==> config.mk <==
export PLATFORM = sky130hd
export DESIGN_NAME = bounded_hold_arbiter
export DESIGN_NICKNAME = d
export VERILOG_FILES = /design/src/rtl/bounded_hold_arb_pkg.sv /design/src/rtl/bounded_hold_arbiter_rr_picker.sv /design/src/rtl/bounded_hold_arbiter.sv
export SDC_FILE = /design/constraint.sdc
export NUM_CORES = 1
export LEC_CHECK = 0
export CAP_MARGIN = 15
export CORE_MARGIN = 2
export CORE_UTILIZATION = 30
export DETAILED_ROUTE_END_ITERATION = 7
export PLACE_DENSITY = 0.5
export SKIP_LAST_GASP = 1
export SLEW_MARGIN = 20
export SYNTH_ARGS = -nofsm -noshare
export SYNTH_HDL_FRONTEND = slang
export SYNTH_SLANG_ARGS = --single-unit
==> constraint.sdc <==
create_clock -name clk -period 2.1 [get_ports clk]
set_input_delay 0.21 -clock clk [delete_from_list [all_inputs] [get_ports clk]]
set_output_delay 0.21 -clock clk [all_outputs]
set_load 0.005 [all_outputs]
==> src/rtl/bounded_hold_arb_pkg.sv <==
// Shared types and default timing constants for the bounded-hold arbiter.
package bounded_hold_arb_pkg;
  typedef enum logic [1:0] {
    IDLE = 2'd0,
    HOLD = 2'd1,
    GAP  = 2'd2
  } state_e;

  localparam int DEF_MIN_HOLD   = 2;
  localparam int DEF_MAX_HOLD   = 6;
  localparam int DEF_GAP_CYCLES = 1;
endpackage

==> src/rtl/bounded_hold_arbiter_rr_picker.sv <==
// Combinational round-robin picker: first asserted req at or above ptr, wrapping.
module rr_picker #(
  parameter int N   = 4,
  parameter int IDW = $clog2(N)
) (
  input  logic [N-1:0]   req,
  input  logic [IDW-1:0] ptr,
  output logic           any,
  output logic [IDW-1:0] win_id
);
  logic [IDW-1:0] idx;

  // Scan offsets high-to-low so the smallest offset from ptr is written last.
  always_comb begin
    any    = 1'b0;
    win_id = '0;
    idx    = '0;
    for (int k = N - 1; k >= 0; k--) begin
      idx = IDW'((int'(ptr) + k) % N);
      if (req[idx]) begin
        any    = 1'b1;
        win_id = idx;
      end
    end
  end
endmodule

==> src/rtl/bounded_hold_arbiter.sv <==
// Round-robin arbiter whose grants last between MIN_HOLD and MAX_HOLD cycles,
// separated by exactly GAP_CYCLES idle cycles.
module bounded_hold_arbiter
  import bounded_hold_arb_pkg::*;
#(
  parameter int N          = 4,
  parameter int MIN_HOLD   = DEF_MIN_HOLD,
  parameter int MAX_HOLD   = DEF_MAX_HOLD,
  parameter int GAP_CYCLES = DEF_GAP_CYCLES,
  parameter int CNT_W      = $clog2(MAX_HOLD + 1),
  parameter int IDW        = $clog2(N)
) (
  input  logic             clk,
  input  logic             rst_n,
  input  logic [N-1:0]     req,
  input  logic [N-1:0]     rel,
  output logic [N-1:0]     gnt,
  output logic             gnt_valid,
  output logic [IDW-1:0]   gnt_id,
  output logic [CNT_W-1:0] hold_cnt,
  output logic             forced_rel
);
  localparam int GW = $clog2(GAP_CYCLES + 1);

  if ((N < 2) || (MIN_HOLD < 1) || (MAX_HOLD < MIN_HOLD) || (GAP_CYCLES < 1)) begin : g_bad_params
    $error("bounded_hold_arbiter: illegal parameters N=%0d MIN_HOLD=%0d MAX_HOLD=%0d GAP_CYCLES=%0d",
           N, MIN_HOLD, MAX_HOLD, GAP_CYCLES);
  end

  state_e         state;
  logic [IDW-1:0] ptr;
  logic [GW-1:0]  gap_cnt;
  logic           any;
  logic [IDW-1:0] win_id;

  rr_picker #(.N(N), .IDW(IDW)) u_pick (
    .req    (req),
    .ptr    (ptr),
    .any    (any),
    .win_id (win_id)
  );

  logic cur_req, cur_rel, at_max, at_min, release_now, gap_done;
  always_comb begin
    cur_req     = req[gnt_id];
    cur_rel     = rel[gnt_id];
    at_max      = (hold_cnt == CNT_W'(MAX_HOLD));
    at_min      = (hold_cnt >= CNT_W'(MIN_HOLD));
    release_now = at_max || (at_min && (!cur_req || cur_rel));
    gap_done    = (gap_cnt == GW'(GAP_CYCLES));
  end

  // rst_n is active-high in this codebase.
  always_ff @(posedge clk or posedge rst_n) begin
    if (rst_n) begin
      state      <= IDLE;
      gnt        <= '0;
      gnt_valid  <= 1'b0;
      gnt_id     <= '0;
      hold_cnt   <= '0;
      forced_rel <= 1'b0;
      ptr        <= '0;
      gap_cnt    <= '0;
    end else begin
      forced_rel <= 1'b0;
      case (state)
        HOLD: begin
          if (release_now) begin
            gnt        <= '0;
            gnt_valid  <= 1'b0;
            hold_cnt   <= '0;
            gap_cnt    <= GW'(1);
            state      <= GAP;
            forced_rel <= at_max && cur_req && !cur_rel;
          end else begin
            hold_cnt <= hold_cnt + CNT_W'(1);
          end
        end
        default: begin
          if (state == GAP && !gap_done) begin
            gap_cnt <= gap_cnt + GW'(1);
          end else if (any) begin
            gnt       <= N'(1) << win_id;
            gnt_valid <= 1'b1;
            gnt_id    <= win_id;
            hold_cnt  <= CNT_W'(1);
            ptr       <= (win_id == IDW'(N - 1)) ? '0 : win_id + IDW'(1);
            gap_cnt   <= '0;
            state     <= HOLD;
          end else begin
            gap_cnt <= '0;
            state   <= IDLE;
          end
        end
      endcase
    end
  end

  a_onehot0: assert property (@(posedge clk) disable iff (rst_n) $onehot0(gnt));
  a_hold_range: assert property (@(posedge clk) disable iff (rst_n)
    gnt_valid |-> (hold_cnt >= CNT_W'(1) && hold_cnt <= CNT_W'(MAX_HOLD)));
  a_min_hold: assert property (@(posedge clk) disable iff (rst_n)
    $fell(gnt_valid) |-> ($past(hold_cnt) >= CNT_W'(MIN_HOLD)));
  a_forced_idle: assert property (@(posedge clk) disable iff (rst_n)
    forced_rel |-> (hold_cnt == '0));
endmodule

==> results of run 1 <==
[worst min path at each step]
stage	end	slack, ns
CTS	hold_cnt[2]	0.33
finish	hold_cnt[2]	0.29
detailed placement	gnt_valid	0.52
floorplan	forced_rel	0.12
global route	forced_rel	0.35
global placement	gnt[1]	0.51
[cells in the final DEF (no fill, tap or decap), types with 2 or more instances in the layout]
master / n
clkdlybuf4s50_1: 20
dfrtp_1: 16
buf_4: 13
nor2_1: 11
o21ai_0: 6
ha_1: 6
inv_1: 5
a21oi_1: 5
a221o_1: 4
nand2_1: 3
mux2_2: 3
and3_1: 3
clkbuf_4: 3
nor2b_1: 2
nand2b_1: 2
a221oi_1: 2
[power by group]
part           internal (mW)  leakage, nW  switching (mW)  total (mW)
clock network          0.106       0.0210           0.105       0.210
registers              0.438        0.197           0.138       0.577
logic                  0.550        0.391           0.429       0.978
total                   1.09        0.609           0.672        1.77
[stage by stage]
stage | utilization | total power, mW | hold slack [ns]
floorplan | - | 1.13 | 0.124
global placement | 0.426 | 1.56 | 0.513
detailed placement | 0.426 | 1.57 | 0.525
CTS | 0.438 | 1.79 | 0.326
global route | 0.438 | 1.93 | 0.351
finish | 0.438 | 1.77 | 0.293
[sequential cells by signal, indices dropped and copies added, names as in the netlist]
register	count
forced_rel	1
hold_cnt	3
gnt	4
state	2
gap_cnt	1
gnt_id	2
gnt_valid	1
ptr	2
[kinds of logic after synthesis]
group | Yosys count
buffers and inverters | 7
AOI/OAI and AO/OA | 26
adders and majority gates | 6
and+or+nand+nor | 35
muxes | 4
DFF | 16
[layer usage]
metal  global-route usage  up-vias  wire length, um
li1                     -      428                -
met1                0.167      404              995
met2                0.258       21             1120
met3               0.0390        2               97
met4               0.0190        0               12
met5                    0        -                0
[worst max-delay path: cells and delay by family (launching register included)]
kind	cells	cell delay, ns
compound gates	2	0.65
simple gates	2	0.74
flops	1	0.43
[layout make-up]
class                   instances  area [sq um]
inverters                       5          18.8
repair buffers                 33           298
multi-input cells              71           518
clock buffers                   4          36.3
flip-flops and latches         16           400
fillers                       309          1700
well taps                      44          55.1
==> metrics.md, run 1 <==
| Metric | Value |
|---|---|
| Clock transition at path regs | `0.10 ns` |
| Final hold vios | `0` |
| Top-count cell post-synth | `dfrtp_1` |
| Vias/cell | `4.94` |
| Synth Area in XOR/XNOR | `0` |
| FF-to-FF End | `gnt[3]` |
| Setup TNS | `0 ns` |
| Worst slew margin | `0.579` |
| Max rail drop VDD | `between 0.4 and 0.5 mV` |
| HPWL Detailed | `1770 um` |
| DIE WIDTH | `60.2 um` |
| Net total in the final layout | `146` |
| Mux contribution to synthesized area | `0.0463` |
| DRT Pass-1 Iters | `4` |
| Synth area leader | `dfrtp_1` |
| Mapped Area | `about 950 sq um` |
| Worst setup path end | `gnt[3]` |
| Antenna-violating nets left | `0` |
| CP endpoint kind | `flop` |
| Power density over cell area | `approximately 1300 nW/um^2` |
| # rows | `20` |
| Setup ws final | `0.169 ns` |
| Least-Margin Pin Slew | `0.631 ns` |
| RSZ-0062 raised after global routing | `no` |
| Slowest-stage cell, CP | `or4_4` |
| Vias in the first global route | `~850` |
| Worst slack, placed | `-0.0818 ns` |
| Area of placed instances | `1290 sq um` |
| Synth Warn # | `0` |
| CP startpoint | `gnt_id[0]` |
| Area grow syn2layout | `40.2%` |
| Post-CTS Setup Inserts | `0` |
| CP Cell Sequence | `and4b_1 -> or4_4 -> a211o_2 -> a221o_1` |
| Post-synthesis sequential area ratio | `0.423` |
| TritonCTS clock tree | `yes` |
| Total track usage | `0.141` |
| Slowest Stage Delay on Critical Path | `0.54 ns` |
| Max clock buf depth | `2` |
| Syn Nets | `between 100 and 150` |
| Ports | `21` |
| DRC viols | `0` |
| Worst r2r path cells | `4` |
| Top post-synthesis cells by area | `dfrtp_1 (42%), ha_1 (7.9%), nor2_1 (4.4%)` |
| Simple-gate share of the synthesized area | `0.224` |
| Data arrival, critical path | `2.11 ns` |
| Share of layout cells above drive strength 1 | `0.194` |
| Cells after Synth | `94` |
| Fmax | `between 0.5 and 0.6 GHz` |
| Cts hold-fix bufs | `0` |
| CTS root buffer | `clkbuf_4` |
| Combinational family with the most area after synthesis | `simple AND/OR/NAND/NOR gates` |
| Initial antenna violation count | `0` |
| Port bufs | `20` |
| Post-synth ARST share | `1.00` |
| Chip Height | `60.2 um` |
| Global-route wire length before repair | `3860 um` |
| Lkg Pwr | `0.609 nW` |
| Outcome | `completed` |
| Synth Flop Type | `dfrtp_1` |
| Seq cells post-synth | `16` |
| Post_cts resized | `0` |
| Setup Crit Path Kind | `flop to flop` |
| Gp weighted congestion | `about 0.77` |
| WL per Instance | `12.9 um` |
| Area fraction of the dominant cell type after synthesis | `0.423` |
| Fin cells | `between 150 and 200` |
| Worst Path Required | `2.28 ns` |
| Depth of the CTS H-tree | `1` |
| Startpoint types | `flop` |
| Iter 0 DRT Violations | `19` |
| Synth Area in Compound Gates | `0.198` |
| Clock sink total | `16` |
| Max-slew violations | `0` |
| Via count | `855` |
| Reg2Reg Setup Slack | `between 0.15 and 0.2 ns` |
| Core Region | `3030 sq um` |
| Initial core utilization | `0.312` |
| # diodes | `0` |
| Setup Skew | `0.00447 ns` |
| Global route overflow | `0` |
| CTS buffer count | `3` |
| Critical-path maximum fanout | `6` |
| Die ar. | `3620 sq um` |
| R2r startpoint | `gnt_id[0]` |
| Mean Syn Cell Area | `a little over 10 sq um` |
| Placed cell count | `169` |
| Area share of fa/ha/maj cells after synthesis | `0.0794` |
| HP Class | `primary input to asynchronous set/reset pin` |
| Clk Latency, worst-skew pair | `0.29 ns` |
| Final min period | `1.93 ns` |
| Post-synth EDFFs | `0` |
| Total of max-cap violations | `0` |
| Commonest cells in the synthesized netlist | `dfrtp_1 (16), nor2_1 (11), ha_1 (6), o21ai_0 (6)` |
| Final setup violation count | `0` |
| Pin count of the biggest net entering global routing | `17` |
| Post-synth cell types | `39` |
| Post-route design area | `roughly 1300 sq um` |
| Final period util | `0.920` |
| Detailed Route WL | `about 2200 um` |
No activity file was read; power rests on OpenSTA's default activity.
==> run 2: changes to the inputs <==
SETUP_SLACK_MARGIN = 0.2   (was not set)
==> metrics.md, run 2 (same netlist as run 1, synthesis figures left out) <==
| Metric | Value |
|---|---|
| Power density over cell area | `1340 nW/um^2 (+0.38%)` |
| Antenna-violating nets left | `0 (unchanged)` |
| Final period util | `0.916 (-0.00409)` |
| Detailed Route WL | `2250 um (+0.94%)` |
| Clock transition at path regs | `0.10 ns (about the same)` |
| Area grow syn2layout | `41.0%` |
| Placed cell count | `169 (unchanged)` |
| Max reg flops | `4 (unchanged)` |
| CTS buffer count | `3 (unchanged)` |
| Post_cts resized | `0 (unchanged)` |
| R2r startpoint | `gnt_id[0]` |
| Setup ws final | `0.177 ns (+0.00859 ns)` |
| HPWL Detailed | `1770 um (unchanged)` |
| Fmax | `0.520 GHz (+0.45%)` |
| Final hold vios | `0 (unchanged)` |
| Reg2Reg Setup Slack | `0.18 ns (about the same)` |
| Max-slew violations | `0 (unchanged)` |
| Critical-path maximum fanout | `5 (-1)` |
| Initial antenna violation count | `0 (unchanged)` |
| Core Region | `3030 sq um (unchanged)` |
| DRT Pass-1 Iters | `4 (unchanged)` |
| Depth of the CTS H-tree | `1 (unchanged)` |
| Global-route wire length before repair | `3860 um (unchanged)` |
| CP endpoint kind | `flop` |
| Ports | `21 (unchanged)` |
| WL per Instance | `12.9 um (+0.36%)` |
| Worst slack, placed | `-0.0818 ns (unchanged)` |
| HP Class | `primary input to asynchronous set/reset pin` |
| Share of layout cells above drive strength 1 | `0.200 (+0.00620)` |
| Data arrival, critical path | `2.10 ns (about the same)` |
| DRC viols | `0 (unchanged)` |
| Startpoint types | `flop` |
| Vias in the first global route | `853 (+0.24%)` |
| Global route overflow | `0 (unchanged)` |
| Final hold slack | `0.292 ns (-0.00107 ns)` |
| Final min period | `1.92 ns (-0.00859 ns)` |
| Total of max-cap violations | `0 (unchanged)` |
| Area of placed instances | `1290 sq um (unchanged)` |
| Most frequent cells in the layout | `clkdlybuf4s50_1 (20), dfrtp_1 (16), buf_4 (14)` |
| Commonest non-fill, non-tap cell in the layout | `clkdlybuf4s50_1` |
| Clk Latency, worst-skew pair | `0.29 ns (about the same)` |
| DIE WIDTH | `60.2 um (unchanged)` |
| Setup Skew | `0.00446 ns (-0.00000774 ns)` |
| CTS root buffer | `clkbuf_4` |
| Util after Layout | `0.440 (+0.00248)` |
| TritonCTS clock tree | `yes` |
| Iter 0 DRT Violations | `21 (+2)` |
| Setup Crit Path Kind | `flop to flop` |
| Total track usage | `0.141 (unchanged)` |
| Fill cells | `310 (+0.32%)` |
| # rows | `20 (unchanged)` |
| Worst slew margin | `0.579 (unchanged)` |
| Max rail drop VDD | `0.478 mV (-1.1%)` |
| Largest regs | `gnt: 4 flops, hold_cnt: 3 flops` |
| Fin cells | `174 (+0.58%)` |
| Net total in the final layout | `147 (+0.68%)` |
| Lkg Pwr | `0.614 nW (+0.79%)` |
| Chip Height | `60.2 um (unchanged)` |
| Die ar. | `3620 sq um (unchanged)` |
| Pin count of the biggest net entering global routing | `17 (unchanged)` |
| Final setup violation count | `0 (unchanged)` |
| Outcome | `completed` |
| Setup TNS | `0 ns (unchanged)` |
| Clock sink total | `16 (unchanged)` |
| Port bufs | `20 (unchanged)` |
| Initial core utilization | `0.312 (unchanged)` |
| # diodes | `0 (unchanged)` |
| Least-Margin Pin Slew | `0.631 ns (unchanged)` |
| Post-route design area | `1330 sq um (+0.57%)` |
| Via count | `862 (+0.82%)` |
| FF-to-FF End | `gnt[3]` |
| Power Total | `1.78 mW (+0.95%)` |
| Vias/cell | `4.95 (+0.24%)` |
| Worst Path Required | `2.28 ns (about the same)` |
| RSZ-0062 raised after global routing | `yes` |
| Max clock buf depth | `2 (unchanged)` |
| Worst r2r path cells | `4 (unchanged)` |
| Largest Register | `gnt` |
| Gp weighted congestion | `0.774 (unchanged)` |
## run 2: cell count changes in the layout (fill, tap and decap cells not counted), sizes merged
cell / change
buf: +1
## run 2: layer usage
layer	track usage	share of wire	up-vias
met5	0	0	-
met4	0.0190	0.0053	0
met3	0.0390	0.044	2
met2	0.258	0.50	21
met1	0.167	0.45	409
li1	-	-	430
## run 2: area by class of cell
cell class	count	area (sq um)	area share
Clock buffer	4	36.3	0.0272
Inverter	5	18.8	0.0141
Multi-Input combinational cell	71	518	0.388
Sequential cell	16	400	0.300
Tap cell	44	55.1	0.0413
Timing Repair Buffer	34	305	0.229
## run 2: worst max-delay path: stages, from the launching register on
cell     delay, ns
dfrtp_1       0.43
and4b_1       0.20
or4_4         0.54
a211o_2       0.35
a221o_1       0.30
## run 2: repair_timing
action                                  in CTS  in global routing
hold buffers                                 0                  0
endpoints found under the hold margin        0                  0
pin swaps                                    0                  0
buffers inserted                             0                  1
endpoints found under the setup margin       4                  8
## run 2: how the worst max path moves through the flow
stage,endpoint,slack [ns],startpoint,depth (start not counted)
finish,gnt[3],0.18,gnt_id[0],4
global route,gnt[3],0.12,gnt_id[0],4
CTS,gnt[3],0.15,gnt_id[0],4
detailed placement,gnt[1],-0.08,rel[2],5
global placement,gnt[0],-0.04,req[3],9
floorplan,gnt[1],0.23,gnt_id[1],4
## run 2: power by group
| group | switching [mW] | internal (mW) |
|---|---|---|
| clock network | 0.105 | 0.106 |
| logic | 0.434 | 0.561 |
| registers | 0.137 | 0.438 |
| total | 0.677 | 1.11 |
==> run 3: changes to the inputs <==
CAP_MARGIN = 20   (was 15)
GPL_TIMING_DRIVEN = 0   (was not set)
SYNTH_HIERARCHICAL = 1   (was not set)
==> metrics.md, run 3 <==
| Metric | Value |
|---|---|
| Clock sink total | `16 (unchanged)` |
| Depth of the CTS H-tree | `1 (unchanged)` |
| Post-route design area | `1250 sq um (-6.5%)` |
| Synth Flop Type | `dfrtp_1` |
| Post-synth EDFFs | `0 (unchanged)` |
| Detailed Route WL | `2090 um (-7.2%)` |
| Synth area leader | `dfrtp_1` |
| Via count | `759 (-12%)` |
| WL per Instance | `13.0 um (+0.30%)` |
| Vias in the first global route | `737 (-14%)` |
| CP startpoint | `ptr[1]` |
| Commonest cells in the synthesized netlist | `dfrtp_1 (16), a21oi_1 (8), nand2_1 (7), nor2_1 (7)` |
| FF-to-FF End | `ptr[1]` |
| Switching share of power | `0.394 (+0.0140)` |
| Final setup violation count | `0 (unchanged)` |
| Net total in the final layout | `134 (-8.8%)` |
| Startpoint types | `flop` |
| Setup TNS | `0 ns (unchanged)` |
| Worst Path Required | `2.29 ns (about the same)` |
| Clk Latency, worst-skew pair | `0.29 ns (about the same)` |
| Die ar. | `3650 sq um (+1.0%)` |
| Post-synthesis sequential area ratio | `0.419 (-0.00443)` |
| Lkg Pwr | `0.552 nW (-10%)` |
| Final hold vios | `0 (unchanged)` |
| Power Total | `1.64 mW (-7.9%)` |
| Chip Height | `60.5 um (+0.50%)` |
| Clock power share | `0.127 (+0.009)` |
| TritonCTS clock tree | `yes` |
| RSZ-0062 raised after global routing | `no` |
| Worst slew margin | `0.598 (+0.0188)` |
| # rows | `20 (unchanged)` |
| Global-route wire length before repair | `3530 um (-8.6%)` |
| Global route overflow | `0 (unchanged)` |
| Worst r2r path cells | `5 (+1)` |
| Outcome | `completed` |
| Max rail drop VDD | `0.557 mV (+16%)` |
| Setup ws final | `0.368 ns (+0.190 ns)` |
| Max reg flops | `4 (unchanged)` |
| Reg power frac | `0.345 (+0.022)` |
| R2r startpoint | `ptr[1]` |
| Fill cells | `316 (+1.9%)` |
| DIE WIDTH | `60.5 um (+0.50%)` |
| Syn Nets | `109 (-0.91%)` |
| Port bufs | `20 (unchanged)` |
| Reg2Reg Setup Slack | `0.37 ns (+0.19 ns)` |
| Cts hold-fix bufs | `0 (unchanged)` |
| Vias/cell | `4.71 (-4.8%)` |
| Post-synth ARST share | `1.00 (unchanged)` |
| Most frequent cells in the layout | `clkdlybuf4s50_1 (20), dfrtp_1 (16), a21oi_1 (8)` |
| Synth Warn # | `6 (+6)` |
| Gp weighted congestion | `0.832 (+7.5%)` |
| Max clock buf depth | `2 (unchanged)` |
| # diodes | `0 (unchanged)` |
| Fmax | `0.577 GHz (+11%)` |
| CTS buffer count | `3 (unchanged)` |
| Power density over cell area | `1320 nW/um^2 (-1.5%)` |
| Top post-synthesis cells by area | `dfrtp_1 (42%), ha_1 (7.9%), mux2i_1 (5.2%)` |
| Final hold slack | `0.273 ns (-0.0191 ns)` |
| CTS root buffer | `clkbuf_4` |
| Seq cells post-synth | `16 (unchanged)` |
| HPWL Detailed | `1590 um (-11%)` |
| Pint | `995 uW (-9.9%)` |
| Mapped Area | `956 sq um (+1.1%)` |
| Post-CTS Setup Inserts | `0 (unchanged)` |
| Data arrival, critical path | `1.92 ns (-0.18 ns)` |
| Post-synth cell types | `35 (-10%)` |
| Total track usage | `0.132 (-0.00922)` |
| DRC viols | `0 (unchanged)` |
| Initial core utilization | `0.313 (+0.000718)` |
| Area of placed instances | `1210 sq um (-6.1%)` |
| CP endpoint kind | `flop` |
| Total of max-cap violations | `0 (unchanged)` |
| Final period util | `0.825 (-0.0906)` |
| Clock transition at path regs | `0.10 ns (about the same)` |
| Largest Register | `gnt` |
| Largest regs | `gnt: 4 flops, hold_cnt: 3 flops` |
| Final min period | `1.73 ns (-0.190 ns)` |
| P_sw | `647 uW (-4.4%)` |
| Area grow syn2layout | `30.5%` |
| Max-slew violations | `0 (unchanged)` |
| Initial antenna violation count | `0 (unchanged)` |
| Top-count cell post-synth | `dfrtp_1` |
| Setup Crit Path Kind | `flop to flop` |
| Cells after Synth | `93 (-1.1%)` |
| Worst slack, placed | `0.0406 ns (+0.122 ns)` |
| Combinational fraction of design power | `0.528 (-0.031)` |
| Setup Skew | `0.00810 ns (+0.00364 ns)` |
| DRT Pass-1 Iters | `4 (unchanged)` |
| Ports | `21 (unchanged)` |
| HP Class | `primary input to asynchronous set/reset pin` |
| Worst setup path end | `ptr[1]` |
| Post_cts resized | `0 (unchanged)` |
| Pin count of the biggest net entering global routing | `17 (unchanged)` |
| Mean Syn Cell Area | `10.3 sq um (+2.1%)` |
| Core Region | `3050 sq um (+0.83%)` |
| Critical-path maximum fanout | `6 (+1)` |
| Least-Margin Pin Slew | `0.603 ns (-0.0282 ns)` |
| Commonest non-fill, non-tap cell in the layout | `clkdlybuf4s50_1` |
| Share of layout cells above drive strength 1 | `0.103 (-0.0974)` |
| Antenna-violating nets left | `0 (unchanged)` |
| Iter 0 DRT Violations | `56 (+170%)` |
| Area fraction of the dominant cell type after synthesis | `0.419 (-0.00443)` |
run 3: cell families (layout without fill, tap and decap cells):
| family | Yosys count | after routing | synth area share |
|---|---|---|---|
| buf+inv | 7 | 31 | 0.0353 |
| simple gates | 33 | 33 | 0.236 |
| compound gates | 25 | 25 | 0.168 |
| mux | 6 | 6 | 0.0641 |
| fa+ha+maj | 6 | 6 | 0.0785 |
| flops | 16 | 16 | 0.419 |
run 3: area by class of cell:
class | count | area (sq um) | share of cell area
multi-input combinational | 70 | 522 | 0.418
sequential | 16 | 400 | 0.321
timing repair buffer | 20 | 200 | 0.160
tap | 44 | 55.1 | 0.0441
clock buffer | 4 | 36.3 | 0.0291
inverter | 6 | 22.5 | 0.0181
buffer | 1 | 11.3 | 0.00903
run 3: through the flow:
step / util / cells
floorplan: - / 93
global placement: 0.397 / 157
detailed placement: 0.397 / 157
CTS: 0.409 / 161
global route: 0.409 / 161
finish: 0.409 / 161
run 3: how the worst min path moves through the flow:
| stage | startpoint | end | cells past startpoint |
|---|---|---|---|
| after floorplan | rst_n | forced_rel | 1 |
| after global placement | gap_cnt | gap_cnt | 2 |
| after detailed placement | gap_cnt | gap_cnt | 2 |
| after CTS | rst_n | hold_cnt[0] | 2 |
| after global routing | rst_n | hold_cnt[1] | 2 |
| final | rst_n | hold_cnt[0] | 2 |
run 3: metal layers:
layer,track usage,up-vias,share of wire
li1,-,388,-
met1,0.182,350,0.48
met2,0.203,17,0.45
met3,0.0192,4,0.045
met4,0.0652,0,0.017
met5,0,-,0
run 3: worst max-delay path, cell delays in order (launching register included):
cell and delay (ns):
dfrtp_1 0.45, mux2i_1 0.15, a211oi_2 0.34, inv_1 0.13, ha_1 0.30, mux2_2 0.26
run 3: power groups by stage:
| stage | Clock, mW | Sequential, mW | Combinational [mW] |
|---|---|---|---|
| global placement | 0 | 0.570 | 0.877 |
| global route | 0.237 | 0.599 | 0.977 |
| CTS | 0.220 | 0.570 | 0.877 |
| detailed placement | 0 | 0.577 | 0.873 |
| finish | 0.208 | 0.566 | 0.868 |
| floorplan | 0 | 0.555 | 0.578 |
